<file path="src/rtl/eoc_hang_reporter.sv">
// ---------------------------------------------------------------------------
// eoc_hang_reporter
//
// Produces the 32-bit end-of-computation (EOC) word polled by the simulation
// harness: bit 0 = done, bits [31:1] = exit code. Software sets the word with
// a write. An optional commit-PC watchdog forces a failure code when the core
// stops making progress, so a hung core still ends the run with a known code.
//
// Build option:
//   EOC_HANG_WATCHDOG_EN  defined   -> commit-PC hang watchdog is built
//                         undefined -> software-only EOC register; hang_o and
//                                      hang_pc_o are tied to 0 and the commit
//                                      inputs are ignored
//
// Parameters:
//   MaxCycles     consecutive cycles with an unchanged commit PC that count
//                 as a hang (must be >= 2)
//   PcWidth       commit PC width
//   HangExitCode  31-bit exit code reported on a hang
//
// Ports:
//   clk_i            clock
//   rst_ni           asynchronous active-low reset
//   clear_i          synchronous clear back to the reset state (top priority)
//   commit_valid_i   core committed an instruction this cycle
//   commit_pc_i      commit-stage PC, sampled every cycle
//   sw_eoc_valid_i   software write request
//   sw_eoc_data_i    software EOC word
//   sw_eoc_ready_o   write accept (decoded from state: high unless DONE)
//   eoc_q_o          current EOC word
//   eoc_valid_o      one-cycle pulse when the done bit first becomes 1
//   hang_o           hang detected, sticky until clear or reset
//   hang_pc_o        PC at which the hang was detected
//
// State table:
//   state | meaning
//   IDLE  | after reset or clear; no commit seen yet, watchdog not armed
//   RUN   | first commit seen; watchdog counting unchanged-PC cycles
//   DONE  | done bit set; absorbing until clear or reset
// ---------------------------------------------------------------------------
module eoc_hang_reporter #(
  parameter int unsigned MaxCycles    = 10000,
  parameter int unsigned PcWidth      = 64,
  parameter logic [30:0] HangExitCode = 31'h7EAD
) (
  input  logic               clk_i,
  input  logic               rst_ni,
  input  logic               clear_i,
  input  logic               commit_valid_i,
  input  logic [PcWidth-1:0] commit_pc_i,
  input  logic               sw_eoc_valid_i,
  input  logic [31:0]        sw_eoc_data_i,
  output logic               sw_eoc_ready_o,
  output logic [31:0]        eoc_q_o,
  output logic               eoc_valid_o,
  output logic               hang_o,
  output logic [PcWidth-1:0] hang_pc_o
);

  localparam logic [1:0] ST_IDLE = 2'd0;
  localparam logic [1:0] ST_RUN  = 2'd1;
  localparam logic [1:0] ST_DONE = 2'd2;

  logic [1:0]  state_q, state_d;
  logic [31:0] eoc_q, eoc_d;
  logic        eoc_valid_q, eoc_valid_d;
  logic        sw_accept;
  logic        sw_done;

  assign sw_eoc_ready_o = (state_q != ST_DONE);
  assign sw_accept      = sw_eoc_valid_i && sw_eoc_ready_o;
  assign sw_done        = sw_accept && sw_eoc_data_i[0];

`ifdef EOC_HANG_WATCHDOG_EN
  localparam int unsigned      CntW    = $clog2(MaxCycles + 1);
  localparam logic [CntW-1:0]  CntLast = CntW'(MaxCycles - 1);
  localparam logic [CntW-1:0]  CntMax  = CntW'(MaxCycles);

  logic [CntW-1:0]    count_q, count_d;
  logic [PcWidth-1:0] last_pc_q, last_pc_d;
  logic               hang_q, hang_d;
  logic [PcWidth-1:0] hang_pc_q, hang_pc_d;
  logic               pc_same;
  logic               hang_hit;

  assign pc_same  = (commit_pc_i == last_pc_q);
  // count holds the number of edges since the last PC change minus one, so
  // matching MaxCycles-1 with the PC still unchanged fires on edge
  // E+MaxCycles after the change registered at edge E.
  assign hang_hit = (state_q == ST_RUN) && pc_same && (count_q == CntLast);
`endif

  always_comb begin
    state_d     = state_q;
    eoc_d       = eoc_q;
    eoc_valid_d = 1'b0;
`ifdef EOC_HANG_WATCHDOG_EN
    count_d     = count_q;
    last_pc_d   = last_pc_q;
    hang_d      = hang_q;
    hang_pc_d   = hang_pc_q;
`endif

    if (clear_i) begin
      state_d = ST_IDLE;
      eoc_d   = '0;
`ifdef EOC_HANG_WATCHDOG_EN
      count_d   = '0;
      last_pc_d = '0;
      hang_d    = 1'b0;
      hang_pc_d = '0;
`endif
    end else begin
      case (state_q)
        ST_IDLE, ST_RUN: begin
          if (sw_accept) begin
            eoc_d = sw_eoc_data_i;
          end

          // A software done write beats a hang on the same edge; a write with
          // the done bit clear does not, and the hang word overwrites it.
          if (sw_done) begin
            state_d     = ST_DONE;
            eoc_valid_d = 1'b1;
          end
`ifdef EOC_HANG_WATCHDOG_EN
          else if (hang_hit) begin
            state_d     = ST_DONE;
            eoc_valid_d = 1'b1;
            eoc_d       = {HangExitCode, 1'b1};
            hang_d      = 1'b1;
            hang_pc_d   = last_pc_q;
          end else if ((state_q == ST_IDLE) && commit_valid_i) begin
            state_d   = ST_RUN;
            last_pc_d = commit_pc_i;
            count_d   = '0;
          end

          if (state_q == ST_RUN) begin
            if (!pc_same) begin
              last_pc_d = commit_pc_i;
              count_d   = '0;
            end else if (count_q != CntMax) begin
              count_d = count_q + 1'b1;
            end
          end
`endif
        end

        ST_DONE: begin
        end

        default: begin
          state_d = ST_IDLE;
        end
      endcase
    end
  end

  always_ff @(posedge clk_i or negedge rst_ni) begin
    if (!rst_ni) begin
      state_q     <= ST_IDLE;
      eoc_q       <= '0;
      eoc_valid_q <= 1'b0;
    end else begin
      state_q     <= state_d;
      eoc_q       <= eoc_d;
      eoc_valid_q <= eoc_valid_d;
    end
  end

  assign eoc_q_o     = eoc_q;
  assign eoc_valid_o = eoc_valid_q;

`ifdef EOC_HANG_WATCHDOG_EN
  always_ff @(posedge clk_i or negedge rst_ni) begin
    if (!rst_ni) begin
      count_q   <= '0;
      last_pc_q <= '0;
      hang_q    <= 1'b0;
      hang_pc_q <= '0;
    end else begin
      count_q   <= count_d;
      last_pc_q <= last_pc_d;
      hang_q    <= hang_d;
      hang_pc_q <= hang_pc_d;
    end
  end

  assign hang_o    = hang_q;
  assign hang_pc_o = hang_pc_q;
`else
  // Commit inputs have no consumer without the watchdog.
  logic unused_commit;
  assign unused_commit = ^{commit_valid_i, commit_pc_i};

  assign hang_o    = 1'b0;
  assign hang_pc_o = '0;
`endif

endmodule

</file>
<file path="config.mk">
export PLATFORM = sky130hd
export DESIGN_NAME = eoc_hang_reporter
export DESIGN_NICKNAME = d
export VERILOG_FILES = /design/src/rtl/eoc_hang_reporter.sv
export SDC_FILE = /design/constraint.sdc
export NUM_CORES = 1
export LEC_CHECK = 0
export BUFFER_PORTS_ARGS = -buffer_cell sky130_fd_sc_hd__buf_2
export CORE_UTILIZATION = 39
export DETAILED_ROUTE_END_ITERATION = 8
export PLACE_DENSITY = 0.81
export SLEW_MARGIN = 20
export SYNTH_ARGS = -nofsm -noshare
export SYNTH_HDL_FRONTEND = slang
export SYNTH_SLANG_ARGS = --single-unit
</file>
<file path="constraint.sdc">
create_clock -name clk_i -period 1.4 [get_ports clk_i]
set_input_delay 0.07 -clock clk_i [delete_from_list [all_inputs] [get_ports clk_i]]
set_output_delay 0.07 -clock clk_i [all_outputs]
set_load 0.02 [all_outputs]
</file>
==> summary.txt, run 1 <==
Run status
  – Status: complete, no violations

Finish
  – Commonest non-fill, non-tap cell in the layout: buf_2
  – Fillcell total: 575
  – Post-layout util: 0.449
  – Layout cells sized above 1: 0.502
  – Area grow syn2layout: 10.1%
  – Most frequent cells in the layout: buf_2, conb_1, dfrtp_1, nand4bb_1, o21ai_2
  – Register area: 851 um^2
  – Multi-input logic area: 1160 um^2
  – Final nets: 385
  – ANT cells: 0
  – Finished Layout Cells: 360

Routing
  – Via count: 1589
  – DRT iter0 DRCs: 18
  – Post-DR wirelength/cell: 12.2 um
  – Post-detailed-route DRC marker count: 0
  – Vias/cell: 4.41
  – Pre-Repair DR Iteration Count: 4
  – Post-detailed-route count of antenna-violating nets: 0
  – WL final: 4400 um

Timing
  – Max-slew violations: 0
  – RSZ-0062 raised after global routing: false
  – Setup violations, final: 0
  – Setup_tns: 0 ps
  – Post-layout minimum cycle time: 1180 ps
  – Final hold viol count: 0
  – Max Clk Rate: 849 MHz
  – Final period utilization: 0.841
  – Final WS setup: 223 ps
  – Setup Skew: 6.63 ps

CTS
  – Num CTS Buffers: 5
  – Clock latency at the later pin of the worst-skew pair: 280 ps
  – Hold Buf Count CTS: 1
  – Clock transition at path regs: 80 ps
  – Post-CTS Setup Inserts: 0
  – Root buf cell: clkbuf_8
  – CTS tree: yes
  – H-tree depth: 2
  – Post-CTS sizing: 0
  – Clock Tree Buf Depth: 2
  – CTS sink cnt: 34

Floorplan
  – Io pins: 200
  – Row cnt: 28
  – Initial Util: 0.408
  – Die Y: 81.2 um
  – Die X: 81.2 um
  – CORE AREA: 5990 um^2
  – Die area: 6590 um^2

Logic synthesis
  – Yosys Warn Count: 0
  – Synthesized flop and latch total: 34
  – Register area share after synthesis: 0.348
  – Avg Cell Area, Syn: 11.3 um^2
  – Yosys cell types: 18
  – Mapped cell area: 2440 um^2
  – Post-Syn Instances: 217

Setup path
  – Reg2Reg Depth: 3
  – WS Path Type: flop to output pin
  – Worst EP required: 1330 ps
  – R2R setup slack: 310 ps
  – Max Fanout on Critical Path: 23
  – R2r endpoint: eoc_q_o[8]
  – RR Startpoint: state_q[1]
  – Setup crit end kind: output pin
  – Critical Path Start Type: flop
  – Crit path DAT: 1110 ps

Power and ir drop
  – Part of the power in the clock network: 0.396
  – P_leak: 0.00134 uW
  – Internal power: 2010 uW
  – Part of the power in registers: 0.381
  – PD cells: 1050 nW/um^2
  – Switching part of the total power: 0.290
  – Gate power share: 0.222
  – VDD IR max: 0.632 mV
  – Net Sw Power: 823 uW

GRT
  – Total grt overflow: 0
  – Antenna violations before repair: 1
  – Vias in the first global route: 1458
  – First-pass GRT wire length: 6980 um
  – Largest net degree at the start of global routing: 66
  – Overall Global Routing Usage: 0.140

Hold path
  – Worst min-delay path class: input pin to flop
  – Hold Crit Depth: 3
  – Hold Path Sink: state_q[1]
  – Hold Startpoint: sw_eoc_data_i[0]

Place
  – Inst Count DP: 351
  – Post-DP HPWL: 3080 um
  – PortBufs: 69
  – Final Wtd Congestion: 0.642
  – Worst slack, placed: 319 ps

Flow run
  – Max_cap viols: 0
layout make-up:
class,count,area share
multi-input combinational,164,0.432
sequential,34,0.316
timing repair buffer,77,0.161
tap,75,0.0349
clock buffer,6,0.0307
clock inverter,2,0.0223
inverter,2,0.00279
cell usage after synthesis (all sizes together):
cell type	n	area (um^2)
inv	2	7.50
a21oi	1	5.00
nand4bb	32	360
o21ai	32	273
and2b	1	10.0
dlygate4sd1	1	8.76
buf	75	592
conb	1	3.75
nand2b	32	268
dfrtp	34	851
nor2	1	3.75
dlymetal6s2s	5	62.6
metrics by stage:
stage	cell area [um^2]	hold slack [ps]	total power, uW
after floorplan	2690	-226	1720
after global placement	2540	132	1720
after detailed placement	2540	136	1730
after CTS	2690	21.3	2880
after global routing	2690	57.6	2970
final	2690	34.0	2830
critical path: stages, from the launching register on:
cell	delay, ps
dfrtp_1	400
buf_4	210
inv_2	60
buf_2	150
logic make-up after synthesis:
kind of cell / share of synthesized area
AO/OA/AOI/OAI: 0.114
other: 0.00153
flip-flops: 0.348
buffers and inverters: 0.274
AND/OR/NAND/NOR: 0.263
state kept, by name (all words and copies together), names as in the netlist:
signal and flops:
state_q 1, eoc_valid_o 1, eoc_q_o 32
power by group through the flow:
stage               sequential, uW  combinational (uW)  clock (uW)
global route                  1090                 690        1190
finish                        1080                 630        1120
floorplan                     1170                 543           0
CTS                           1080                 637        1160
global placement              1100                 623           0
detailed placement            1100                 634           0
worst max path at each step:
| stage | startpoint | end | slack, ps | depth (start not counted) |
|---|---|---|---|---|
| 2_1_floorplan | state_q[1] | eoc_q_o[0] | 370 | 3 |
| 3_3_place_gp | state_q[1] | eoc_q_o[8] | 340 | 3 |
| 3_5_place_dp | state_q[1] | eoc_q_o[17] | 320 | 3 |
| 4_1_cts | state_q[1] | sw_eoc_ready_o | 200 | 3 |
| 5_1_grt | state_q[1] | sw_eoc_ready_o | 150 | 3 |
| 6_report | state_q[1] | sw_eoc_ready_o | 220 | 3 |
metal layers:
layer / track usage / up-vias / share of wire
met4: 0.0482 / 2 / 0.012
met1: 0.171 / 736 / 0.42
met5: 0 / - / 0.0020
li1: - / 744 / -
met2: 0.229 / 97 / 0.46
met3: 0.0506 / 10 / 0.11
Power figures use the tool's default switching activity.
==> inputs of run 2 (changes only) <==
CORE_UTILIZATION = 36   (was 39)
PLACE_DENSITY = 0.78   (was 0.81)
clock period = 1.05 ns   (was 1.4 ns; I/O delays follow)
==> summary.txt, run 2 (synthesis gave the netlist of run 1 again) <==
Run status
  – Status: finished with violations
  – Failing checks: DRC, setup timing

Setup path
  – Worst EP required: 1230 ps (-100 ps)
  – Critical Path Start Type: flop
  – Setup crit end kind: flop
  – Max Fanout on Critical Path: 12 (-48%)
  – WS Path Type: flop to flop
  – Crit path DAT: 1300 ps (+190 ps)
  – R2R setup slack: -70 ps (-380 ps)

CTS
  – Clock transition at path regs: 70 ps (about the same)
  – Clock latency at the later pin of the worst-skew pair: 280 ps (about the same)
  – Root buf cell: clkbuf_8
  – CTS tree: yes
  – H-tree depth: 2 (unchanged)
  – Num CTS Buffers: 5 (unchanged)
  – CTS sink cnt: 34 (unchanged)
  – Clock Tree Buf Depth: 2 (unchanged)

Timing
  – Final period utilization: 1.07
  – Post-layout minimum cycle time: 1120 ps
  – Setup Skew: 3.81 ps (-2.82 ps)
  – Setup violations, final: 33 (+33)
  – RSZ-0062 raised after global routing: true
  – Final hold viol count: 0 (unchanged)
  – Final WS setup: -71.6 ps (-294 ps)
  – Max Clk Rate: 892 MHz
  – WHS: 38.6 ps (+4.63 ps)
  – Max-slew violations: 0 (unchanged)
  – Setup_tns: -1310 ps (-1310 ps)

Routing
  – Via count: 1598 (+0.57%)
  – Vias/cell: 4.35 (-1.4%)
  – WL final: 4810 um (+9.5%)
  – Pre-Repair DR Iteration Count: 9 (+5)
  – Post-detailed-route count of antenna-violating nets: 0 (unchanged)
  – Post-detailed-route DRC marker count: 20 (+20)
  – DRT iter0 DRCs: 58 (+40)
  – Post-DR wirelength/cell: 13.1 um (+7.4%)

Finish
  – Commonest non-fill, non-tap cell in the layout: buf_2
  – Max FFs per register: 32 (unchanged)
  – Final nets: 389 (+1.0%)
  – Area grow syn2layout: 13.6%
  – Layout cells sized above 1: 0.516 (+0.0138)
  – Fin area: 2780 um^2 (+3.2%)
  – Finished Layout Cells: 367 (+1.9%)
  – Most frequent cells in the layout: buf_2, conb_1, dfrtp_1, nand4bb_1, o21ai_2

GRT
  – Antenna violations before repair: 0 (-1)
  – Largest net degree at the start of global routing: 66 (unchanged)
  – Total grt overflow: 0 (unchanged)
  – Vias in the first global route: 1518 (+4.1%)
  – First-pass GRT wire length: 7850 um (+12%)
  – Overall Global Routing Usage: 0.142 (+0.00202)

Power and ir drop
  – PD cells: 1220 nW/um^2 (+16%)
  – VDD IR max: 0.682 mV (+8.0%)
  – P_leak: 0.00137 uW (+1.8%)

Floorplan
  – Die X: 84.4 um (+4.0%)
  – Row cnt: 29 (+3.6%)
  – Io pins: 200 (unchanged)
  – Initial Util: 0.379 (-0.0296)
  – Die area: 7130 um^2 (+8.1%)
  – Die Y: 84.4 um (+4.0%)
  – CORE AREA: 6460 um^2 (+7.8%)

Place
  – Final Wtd Congestion: 0.664 (+3.4%)
  – PortBufs: 69 (unchanged)
  – Placed inst area: 2590 um^2 (+2.2%)
  – Inst Count DP: 355 (+1.1%)
  – Post-DP HPWL: 3110 um (+0.92%)
  – Worst slack, placed: -2.91 ps (-322 ps)

Hold path
  – Worst min-delay path class: input pin to flop

Flow run
  – Max_cap viols: 0 (unchanged)
==> run 2: cell count changes in the layout (fill, tap and decap cells not counted), sizes merged <==
cell      previous run  this run
buf                 76        80
inv                  2         1
clkinvlp             0         1
bufinv               2         0
diode                0         1
clkinv               0         2
==> run 2: cell type report <==
class	count	area (um^2)
Timing Repair Buffer	81	543
Clock buffer	6	82.6
Clock inverter	2	12.5
Inverter	2	12.5
Fill cell	634	3680
Multi-Input combinational cell	164	1170
Sequential cell	34	852
Tap cell	77	96.3
Antenna cell	1	2.50
==> run 2: worst paths after layout <==
path | startpoint | to | depth (start not counted)
setup reg to reg | state_q[1] | eoc_q_o[7] | 3
hold / removal | sw_eoc_data_i[17] | eoc_q_o[17] | 3
hold reg to reg | eoc_q_o[2] | eoc_q_o[2] | 2
min in group asynchronous | rst_ni | eoc_q_o[26] | 3
max in group asynchronous | rst_ni | state_q[1] | 3
setup / recovery | state_q[1] | eoc_q_o[7] | 3
==> run 2: metal layers <==
metal  global-route usage  vias up  share of wire
li1                     -      750              -
met1                0.192      747           0.46
met2                0.221       91           0.44
met3               0.0354       10          0.081
met4               0.0539        0          0.020
met5                    0        -              0
==> run 2: power breakdown <==
part           internal [uW]  switching [uW]
Sequential              1390            54.3
Clock                    527             499
Combinational            339             584
Total                   2260            1140
==> run 2: metrics by stage <==
stage | util | power (uW)
6_report | 0.430 | 3390
5_1_grt | 0.429 | 3580
4_1_cts | 0.426 | 3450
3_5_place_dp | 0.402 | 2350
3_3_place_gp | 0.402 | 2330
2_1_floorplan | - | 2290
==> run 2: what timing repair did <==
item | CTS | global route
hold buffers | 1 | 0
gates cloned | 1 | 0
setup buffers | 0 | 1
pin swaps | 19 | 8
gates resized for setup | 6 | 6
hold endpoints to repair | 34 | 0
endpoints found under the setup margin | 15 | 35
==> run 2: worst max-delay path: stages (launching register included) <==
cell and delay [ps]:
dfrtp_2 430, and2b_4 330, buf_12 180, o21ai_2 70
